### src/rtl/alu_pkg.sv
// alu_pkg: shared command type, opcodes, issuer states and default widths for the ALU feeder
package alu_pkg;
  localparam int ALU_DATA_W = 8;
  localparam int ALU_SEL_W  = 2;
  localparam logic [ALU_SEL_W-1:0] ALU_ADD = 2'd0;
  localparam logic [ALU_SEL_W-1:0] ALU_SUB = 2'd1;
  localparam logic [ALU_SEL_W-1:0] ALU_AND = 2'd2;
  localparam logic [ALU_SEL_W-1:0] ALU_OR  = 2'd3;
  typedef struct packed {
    logic [ALU_SEL_W-1:0]  sel;
    logic [ALU_DATA_W-1:0] a;
    logic [ALU_DATA_W-1:0] b;
  } alu_cmd_t;
  typedef enum logic [1:0] {IDLE, ISSUE, GAP} issuer_state_e;
endpackage

### src/rtl/cmd_sync_fifo.sv
// cmd_sync_fifo: synchronous FIFO of ALU commands with wrap-bit pointers and synchronous flush
module cmd_sync_fifo
  import alu_pkg::*;
#(
  parameter int DEPTH = 8
) (
  input  logic                     clk,
  input  logic                     reset,
  input  logic                     push,
  input  logic                     pop,
  input  logic                     flush,
  input  alu_cmd_t                 wdata,
  output alu_cmd_t                 rdata,
  output logic                     full,
  output logic                     empty,
  output logic [$clog2(DEPTH):0]   count
);
  localparam int AW = $clog2(DEPTH);
  alu_cmd_t mem [DEPTH];
  logic [AW:0] wr_ptr, rd_ptr;
  logic do_push, do_pop;
  assign do_push = push && !full && !flush;
  assign do_pop  = pop && !empty && !flush;
  assign full    = (wr_ptr[AW] != rd_ptr[AW]) && (wr_ptr[AW-1:0] == rd_ptr[AW-1:0]);
  assign empty   = wr_ptr == rd_ptr;
  assign count   = wr_ptr - rd_ptr;
  assign rdata   = mem[rd_ptr[AW-1:0]];
  // storage array, written on accepted pushes only
  always_ff @(posedge clk)
    if (do_push) mem[wr_ptr[AW-1:0]] <= wdata;
  // pointer update; flush wins over push and pop
  always_ff @(posedge clk or negedge reset)
    if (!reset) begin
      wr_ptr <= '0;
      rd_ptr <= '0;
    end else if (flush) begin
      wr_ptr <= '0;
      rd_ptr <= '0;
    end else begin
      wr_ptr <= do_push ? wr_ptr + 1'b1 : wr_ptr;
      rd_ptr <= do_pop ? rd_ptr + 1'b1 : rd_ptr;
    end
endmodule

### src/rtl/alu_cmd_issuer.sv
// alu_cmd_issuer: buffers ALU commands and issues them as valid pulses with a programmable gap; ALU_CMD_STATS_EN adds issue/drop counters
module alu_cmd_issuer
  import alu_pkg::*;
#(
  parameter int DATA_W = ALU_DATA_W,
  parameter int SEL_W  = ALU_SEL_W,
  parameter int DEPTH  = 8,
  parameter int GAP_W  = 4
) (
  input  logic                   clk,
  input  logic                   reset,
  input  logic                   in_valid,
  output logic                   in_ready,
  input  logic [SEL_W-1:0]       in_sel,
  input  logic [DATA_W-1:0]      in_a,
  input  logic [DATA_W-1:0]      in_b,
  input  logic                   issue_en,
  input  logic [GAP_W-1:0]       issue_gap,
  input  logic                   flush,
  output logic [SEL_W-1:0]       sel,
  output logic [DATA_W-1:0]      a,
  output logic [DATA_W-1:0]      b,
  output logic                   valid,
  output logic [$clog2(DEPTH):0] count
`ifdef ALU_CMD_STATS_EN
  ,
  output logic [15:0]            issued_cnt,
  output logic [15:0]            drop_cnt
`endif
);
  issuer_state_e state;
  alu_cmd_t wdata, head;
  logic full, empty, push, pop;
  logic [GAP_W-1:0] gcnt;
  assign in_ready = !full;
  assign push     = in_valid && in_ready && !flush;
  assign pop      = issue_en && !empty && state != GAP && !flush;
  assign wdata    = '{sel: in_sel, a: in_a, b: in_b};
  cmd_sync_fifo #(.DEPTH(DEPTH)) u_fifo (
    .clk   (clk),
    .reset (reset),
    .push  (push),
    .pop   (pop),
    .flush (flush),
    .wdata (wdata),
    .rdata (head),
    .full  (full),
    .empty (empty),
    .count (count)
  );
  // issue FSM: pop straight into the output registers, then optionally hold off for the sampled gap
  always_ff @(posedge clk or negedge reset)
    if (!reset) begin
      state <= IDLE;
      gcnt  <= '0;
      valid <= 1'b0;
      sel   <= '0;
      a     <= '0;
      b     <= '0;
    end else if (flush) begin
      state <= IDLE;
      gcnt  <= '0;
      valid <= 1'b0;
    end else if (pop) begin
      valid <= 1'b1;
      sel   <= head.sel;
      a     <= head.a;
      b     <= head.b;
      gcnt  <= issue_gap;
      state <= (issue_gap != '0) ? GAP : (count > 1 && issue_en) ? ISSUE : IDLE;
    end else begin
      valid <= 1'b0;
      gcnt  <= (state == GAP) ? gcnt - 1'b1 : '0;
      state <= (state == GAP && gcnt > 1) ? GAP : IDLE;
    end
`ifdef ALU_CMD_STATS_EN
  // saturating issue and drop counters, cleared only by reset
  always_ff @(posedge clk or negedge reset)
    if (!reset) begin
      issued_cnt <= '0;
      drop_cnt   <= '0;
    end else begin
      issued_cnt <= (valid && issued_cnt != 16'hFFFF) ? issued_cnt + 1'b1 : issued_cnt;
      drop_cnt   <= (in_valid && (!in_ready || flush) && drop_cnt != 16'hFFFF) ? drop_cnt + 1'b1 : drop_cnt;
    end
`endif
endmodule

### config.mk
export PLATFORM = sky130hd
export DESIGN_NAME = alu_cmd_issuer
export DESIGN_NICKNAME = d
export VERILOG_FILES = /design/src/rtl/alu_pkg.sv /design/src/rtl/cmd_sync_fifo.sv /design/src/rtl/alu_cmd_issuer.sv
export SDC_FILE = /design/constraint.sdc
export NUM_CORES = 1
export LEC_CHECK = 0
export CAP_MARGIN = 25
export CORE_UTILIZATION = 54
export DETAILED_ROUTE_END_ITERATION = 8
export GPL_ROUTABILITY_DRIVEN = 0
export GPL_TIMING_DRIVEN = 1
export PLACE_DENSITY = 0.73
export SLEW_MARGIN = 20
export SYNTH_ARGS = -nofsm -noshare
export SYNTH_HDL_FRONTEND = slang
export SYNTH_HIERARCHICAL = 1
export SYNTH_SLANG_ARGS = --single-unit
### constraint.sdc
create_clock -name clk -period 11.65 [get_ports clk]
set_input_delay 2.33 -clock clk [delete_from_list [all_inputs] [get_ports clk]]
set_output_delay 2.33 -clock clk [all_outputs]
set_load 0.005 [all_outputs]
==> flow_summary_export.csv <==
group,metric,value,unit
die,fp.dieH,116.9,microns
placement,placed_cell_area,7863,sq um
sta,max_freq,175.0,MHz
worst_hold_path,hold_depth,1,
die,die-area,13660,sq um
detailed_routing,drc,0,
clock_network,post_cts_buffers,0,
layout,final_cell_mix,"edfxtp_1, nand2_1, clkdlybuf4s50_1",
sta,rsz0062_at_grt,"false",
grt,first_global_vias,3590,
clock_network,insertion_delay,430,ps
worst_setup_path,crit_buf_inv,2,
logic_synthesis,netlist_area,7127,sq um
die,coreArea,12720,sq um
detailed_routing,via_per_inst,5.547,
logic_synthesis,async_flop_share,18.64,%
clock_network,tritoncts,"built",
clock_network,cts_buffers,17,
logic_synthesis,yosysUniqueCellTypes,41,
detailed_routing,drt_iter0_drc,281,
grt,grt_pass1_wl,20310,microns
grt,grt_max_degree,41,
worst_setup_path,cp-start-kind,"register",
sta,clock_skew,10.90,ps
sta,min_period_over_period,49.04,%
detailed_routing,antenna_left,0,
clock_network,clk_pin_slew,60,ps
worst_setup_path,crit_fanout,20,
clock_network,clk_path_buf_depth,2,
layout,layout.nets,482,
worst_setup_path,cp-end-kind,"output pin",
layout,final_area,8379,sq um
worst_setup_path,crit_type,"register to output pin",
layout,area_growth,17.57,%
clock_network,clkSinkCount,177,
pwr,power_frac_comb,10.2,%
detailed_routing,drt-total-wl,12950,microns
die,row_count,41,
die,die_w,116.9,microns
sta,fin_ws,5937,ps
placement,dp_hpwl,7719,microns
layout,layout_commonest_cell,"edfxtp_1",
sta,final-max-slew-violation-count,0,
worst_setup_path,cp_slowest_cell,"dfrtp_1",
logic_synthesis,synthTopCellsByArea,"edfxtp_1, dfrtp_1, mux4_2",
pwr,irDropWorstVdd,0.09721,mV
die,io_pins,51,
grt,grt_util_all_layers,21.42,%
logic_synthesis,ys.flop_type,"edfxtp_1",
worst_hold_path,hold_path_class,"register to register",
pwr,power.net_switching,0.2843,mW
logic_synthesis,synth-edff-count,144,
detailed_routing,dr.pass1.iters,4,
detailed_routing,avgRoutedWirePerCell,20.49,microns
pwr,powerDensity,163.3,nW/um^2
sta,setup_viol,0,
job,maxCapViolCount,0,
placement,place_ws,6322,ps
layout,multi_input_area,1878,sq um
clock_network,cts_resized,0,
logic_synthesis,ys_ff_latch,177,
pwr,finalPower,1.368,mW
sta,hold_viol,0,
sta,worstMarginPinSlew,892.5,ps
logic_synthesis,synth_fp_nets,418,
worst_setup_path,cp.required,9320,ps
logic_synthesis,syn_inst,383,
logic_synthesis,avgSynthCellArea,18.61,sq um
grt,gr-total-overflow,0,
pwr,pwr-share-seq,53.7,%
layout,drive_gt1_share,24.13,%
pwr,leakagePower,2.900,nW
worst_setup_path,cp.arrival,3380,ps
layout,antenna_cells,0,
sta,fin_setup_tns,0,ps
sta,holdWs,507.0,ps
pwr,p_int,1.084,mW
logic_synthesis,yosysWarnings,6,
layout,fillers,899,
grt,antenna_found_initial,0,
detailed_routing,route.vias.total,3506,
pwr,clock_power_share,36.1,%
logic_synthesis,yosysSeqAreaShare,72.26,%
clock_network,cts_root_buffer,"clkbuf_16",
sta,slew_headroom,40.18,%
worst_setup_path,critical-path-top-delay-family,"buffers and inverters",
clock_network,postCtsHoldBufs,0,
worst_setup_path,crit_path_max_incr_delay,900,ps
clock_network,h-tree-depth,4,
worst_setup_path,path_cells,"inv_1 -> ha_1 -> a21oi_1 -> xnor2_1 -> clkdlybuf4s50_1",
status,outcome,"finished clean",
logic_synthesis,synth_top_area_cell,"edfxtp_1",
layout,seq_area,5151,sq um
die,start_util,56.02,%
worst_setup_path,reg2reg_depth,8,
sta,period_needed,5713,ps
placement,port_buffers,50,
pwr,p_sw_share,20.78,%
worst_setup_path,worst-path-stages,5,
logic_synthesis,synth.top_cell.area_share,60.67,%
==> stage by stage <==
stage	util, %	cells
4_1_cts	65.86	632
3_3_place_gp	61.73	600
3_5_place_dp	61.80	600
5_1_grt	65.86	632
6_report	65.86	632
2_1_floorplan	-	383
==> registers in the layout, indices dropped and copies added, names as in the netlist <==
register and cells:
a 8, b 8, gcnt 4, sel 2, state 2, u_fifo/mem 144, u_fifo/rd_ptr 4, u_fifo/wr_ptr 4
valid 1
==> per-layer routing <==
metal  global-route usage (%)  vias up  wire length [microns]
met1                    30.01     1778                   5415
met3                    5.922       12                    982
li1                         -     1600                      -
met2                    33.10      116                   6392
met4                    6.920        0                    162
met5                        0        -                      0
==> area by class of cell <==
type | instances | share of cell area [%]
Clock buffer | 21 | 5.376
Clock inverter | 11 | 0.7914
Inverter | 12 | 0.5674
Multi-Input combinational cell | 179 | 22.41
Sequential cell | 177 | 61.48
Tap cell | 172 | 2.568
Timing Repair Buffer | 60 | 6.809
==> cells in the mapped netlist, types with 2 or more instances <==
| cell | instances |
|---|---|
| nand2_1 | 56 |
| xor2_1 | 2 |
| nor4_1 | 5 |
| nor3_1 | 5 |
| xnor2_1 | 9 |
| ha_1 | 7 |
| a21oi_1 | 3 |
| mux2_4 | 14 |
| nand4_1 | 2 |
| buf_1 | 2 |
| buf_6 | 3 |
| clkbuf_1 | 4 |
| o2bb2ai_1 | 4 |
| inv_1 | 11 |
| dfrtp_1 | 33 |
| mux2i_1 | 2 |
| o211ai_1 | 2 |
| mux4_2 | 36 |
| buf_4 | 2 |
| edfxtp_1 | 144 |
| nor2_1 | 12 |
| buf_2 | 3 |
| mux2_2 | 4 |
==> kinds of logic after synthesis <==
group | share of synthesized area (%)
flip-flops | 72.26
AO/OA/AOI/OAI | 1.545
buffers and inverters | 2.159
XOR/XNOR | 1.580
adder cells (fa/ha/maj) | 1.510
AND/OR/NAND/NOR | 5.706
multiplexers | 15.24
==> power by group through the flow <==
stage / clock (mW) / sequential (mW) / combinational, mW
3_5_place_dp: 0 / 0.746 / 0.142
6_report: 0.494 / 0.734 / 0.140
5_1_grt: 0.529 / 0.738 / 0.152
4_1_cts: 0.503 / 0.735 / 0.143
2_1_floorplan: 0 / 0.746 / 0.0583
3_3_place_gp: 0 / 0.745 / 0.139
==> path summary, 6_finish.rpt <==
| path | start | endpoint | slack, ps |
|---|---|---|---|
| min in group asynchronous | reset | u_fifo/rd_ptr[3] | 2000 |
| min | b[2] | b[2] | 510 |
| max in group asynchronous | reset | u_fifo/rd_ptr[0] | 9090 |
| max reg2reg | u_fifo/rd_ptr[2] | u_fifo/mem[4][14] | 7170 |
| min reg2reg | b[2] | b[2] | 510 |
| max | u_fifo/rd_ptr[2] | count[3] | 5940 |
No activity file was read; power rests on OpenSTA's default activity.
==> patch, RTL diff (same settings) <==
The package constant `ALU_SEL_W` goes from 2 to 3.
--- a/src/rtl/alu_pkg.sv
+++ b/src/rtl/alu_pkg.sv
@@ -3,3 +3,3 @@
   localparam int ALU_DATA_W = 8;
-  localparam int ALU_SEL_W  = 2;
+  localparam int ALU_SEL_W  = 3;
   localparam logic [ALU_SEL_W-1:0] ALU_ADD = 2'd0;
Interface: changed (resized in_sel and sel); port bits go from 51 to 53. No check against the original RTL was run, so the function may have changed too.
==> patch against the original RTL <==
Wire length grew 3.5%. Global-route usage down 0.55 points. Cell area grew 4.3%. Count of clock-buffer cells in the layout is 2 higher. Total power increased by 4.6%. Non-clock buffer count is 3 higher. Area after synthesis grew 4.7%. Worst setup slack gained 0.58 ns. Synthesized cell count grew 4.4%. Die area rose by 4.6%. Clock skew decreased by 0.0052 ns. Sequential cell count grew 9. Critical path type unchanged. Largest power group unchanged.
==> patch: results (changes against the original RTL) <==
- result of the run: completed
- Clock Skew: 0.00572 ns, -0.00518 ns
- Worst Setup SP: u_fifo/rd_ptr[0]
- Worst path slowest cell: buf_4
- average via count per standard cell: 5.65, +1.8%
- ranking of synthesized cells by instance count: 152 x edfxtp_1, 59 x nand2_1, 38 x mux4_2
- number of flops mapped to enable cells by yosys: 152, +5.6%
- adder-cell area share of the yosys netlist: 0.0144, -0.000678
- 1st-pass router iterations: 4, unchanged
- number of global-route vias before repair: 3873, +7.9%
- ratio of cells with drive above 1 in the final layout: 0.232, -0.00909
- Critical Path Max Stage Delay: 0.64 ns, -0.26 ns
- mux share of post-synthesis cell area: 0.153, +0.000698
- area fraction in compound gates after synthesis: 0.0148, -0.000694
- portion of the post-synthesis area used by sequential elements: 0.726, +0.00308
- IO buf count: 52, +4.0%
- net count after synthesis: 436, +4.3%
- number of DRC markers after the initial detailed-route iteration: 288, +2.5%
- Final Net Count: 501, +3.9%
- relative slew slack: 0.402, about the same
- biggest fanout along the worst timing path: 42, +110%
- largest net degree at the start of global routing: 43, +4.9%
- flip-flop count of the largest register after layout: 152, +5.6%
- FFs w/ async S/R, synth: 0.183, -0.00364
- all-layer global routing usage: 0.209, -0.00549
- minimum setup slack among reg-to-reg paths: 8.06 ns, +0.89 ns
- Final HPWL DP: 7710 microns, -0.16%
- leading cell types by total area after synthesis: edfxtp_1 61%, mux4_2 11%, dfrtp_1 11%
- Leakage Power: 3.03 nW, +4.3%
- Endpoint, Worst Hold: a[2]
- fill count: 924, +2.8%
- hold_sp: a[2]
- wire per inst: 20.5 microns, about the same
- worst reg2reg endpoint: u_fifo/mem[0][9]
- global-route wire length before repair: 21300 microns, +5.1%
- Hold Crit Depth: 1, unchanged
- post-synthesis xor/xnor area fraction: 0.0151, -0.000710
## patch: layout make-up
type                    instances  area share
multi-input cells             185       0.222
clock inverters                 9     0.00873
repair buffers                 63      0.0684
inverters                      12     0.00544
flip-flops and latches        186       0.619
clock buffers                  23      0.0512
well taps                     176      0.0252
## patch: kinds of logic (layout without fill, tap and decap cells)
group / Yosys count / in the layout
buf+inv: 29 / 107
xor+xnor: 12 / 12
simple gates: 92 / 92
mux: 59 / 59
flops: 186 / 186
compound gates: 14 / 14
fa+ha+maj: 8 / 8
## patch: stage by stage
| step | cells | hold WS (ns) | setup slack [ns] | total power, W | cell area, sq um |
|---|---|---|---|---|---|
| after floorplan | 400 | 0.465 | 6.19 | 0.000844 | 7460 |
| after CTS | 654 | 0.510 | 6.43 | 0.00144 | 8740 |
| final | 654 | 0.507 | 6.52 | 0.00143 | 8740 |
| after detailed placement | 622 | 0.494 | 6.69 | 0.000930 | 8220 |
| after global placement | 622 | 0.489 | 6.81 | 0.000925 | 8220 |
| after global routing | 654 | 0.523 | 6.31 | 0.00148 | 8740 |
## patch: worst max path at each step
stage                             to  slack (ns)  cells past startpoint
global placement    u_fifo/mem[0][2]        6.81                      5
detailed placement  u_fifo/mem[0][6]        6.69                      5
global route                count[3]        6.31                      7
floorplan           u_fifo/mem[1][0]        6.19                      3
finish                      count[3]        6.52                      7
CTS                         count[3]        6.43                      7
## patch: where the power goes
group	leakage, nW	internal (W)	switching [W]
Combinational	0.962	0.0000969	0.0000474
Clock	0.260	0.000292	0.000225
Sequential	1.80	0.000752	0.0000182
Total	3.03	0.00114	0.000290
## patch: worst max-delay path, delay by kind of cell (launching register included)
| family | cells | cell delay [ns] |
|---|---|---|
| xor+xnor | 1 | 0.16 |
| fa+ha+maj | 1 | 0.34 |
| flops | 1 | 0.34 |
| buf+inv | 3 | 1.23 |
| compound gates | 2 | 0.32 |
## patch: metal layers
metal  track usage  wire length (microns)  part of all wire  vias to the layer above
met5             0                      0                 0                        -
li1              -                      -                 -                     1667
met4        0.0828                    240             0.018                        0
met3        0.0480                    640             0.048                       20
met2         0.341                   6780              0.51                       83
met1         0.274                   5750              0.43                     1922
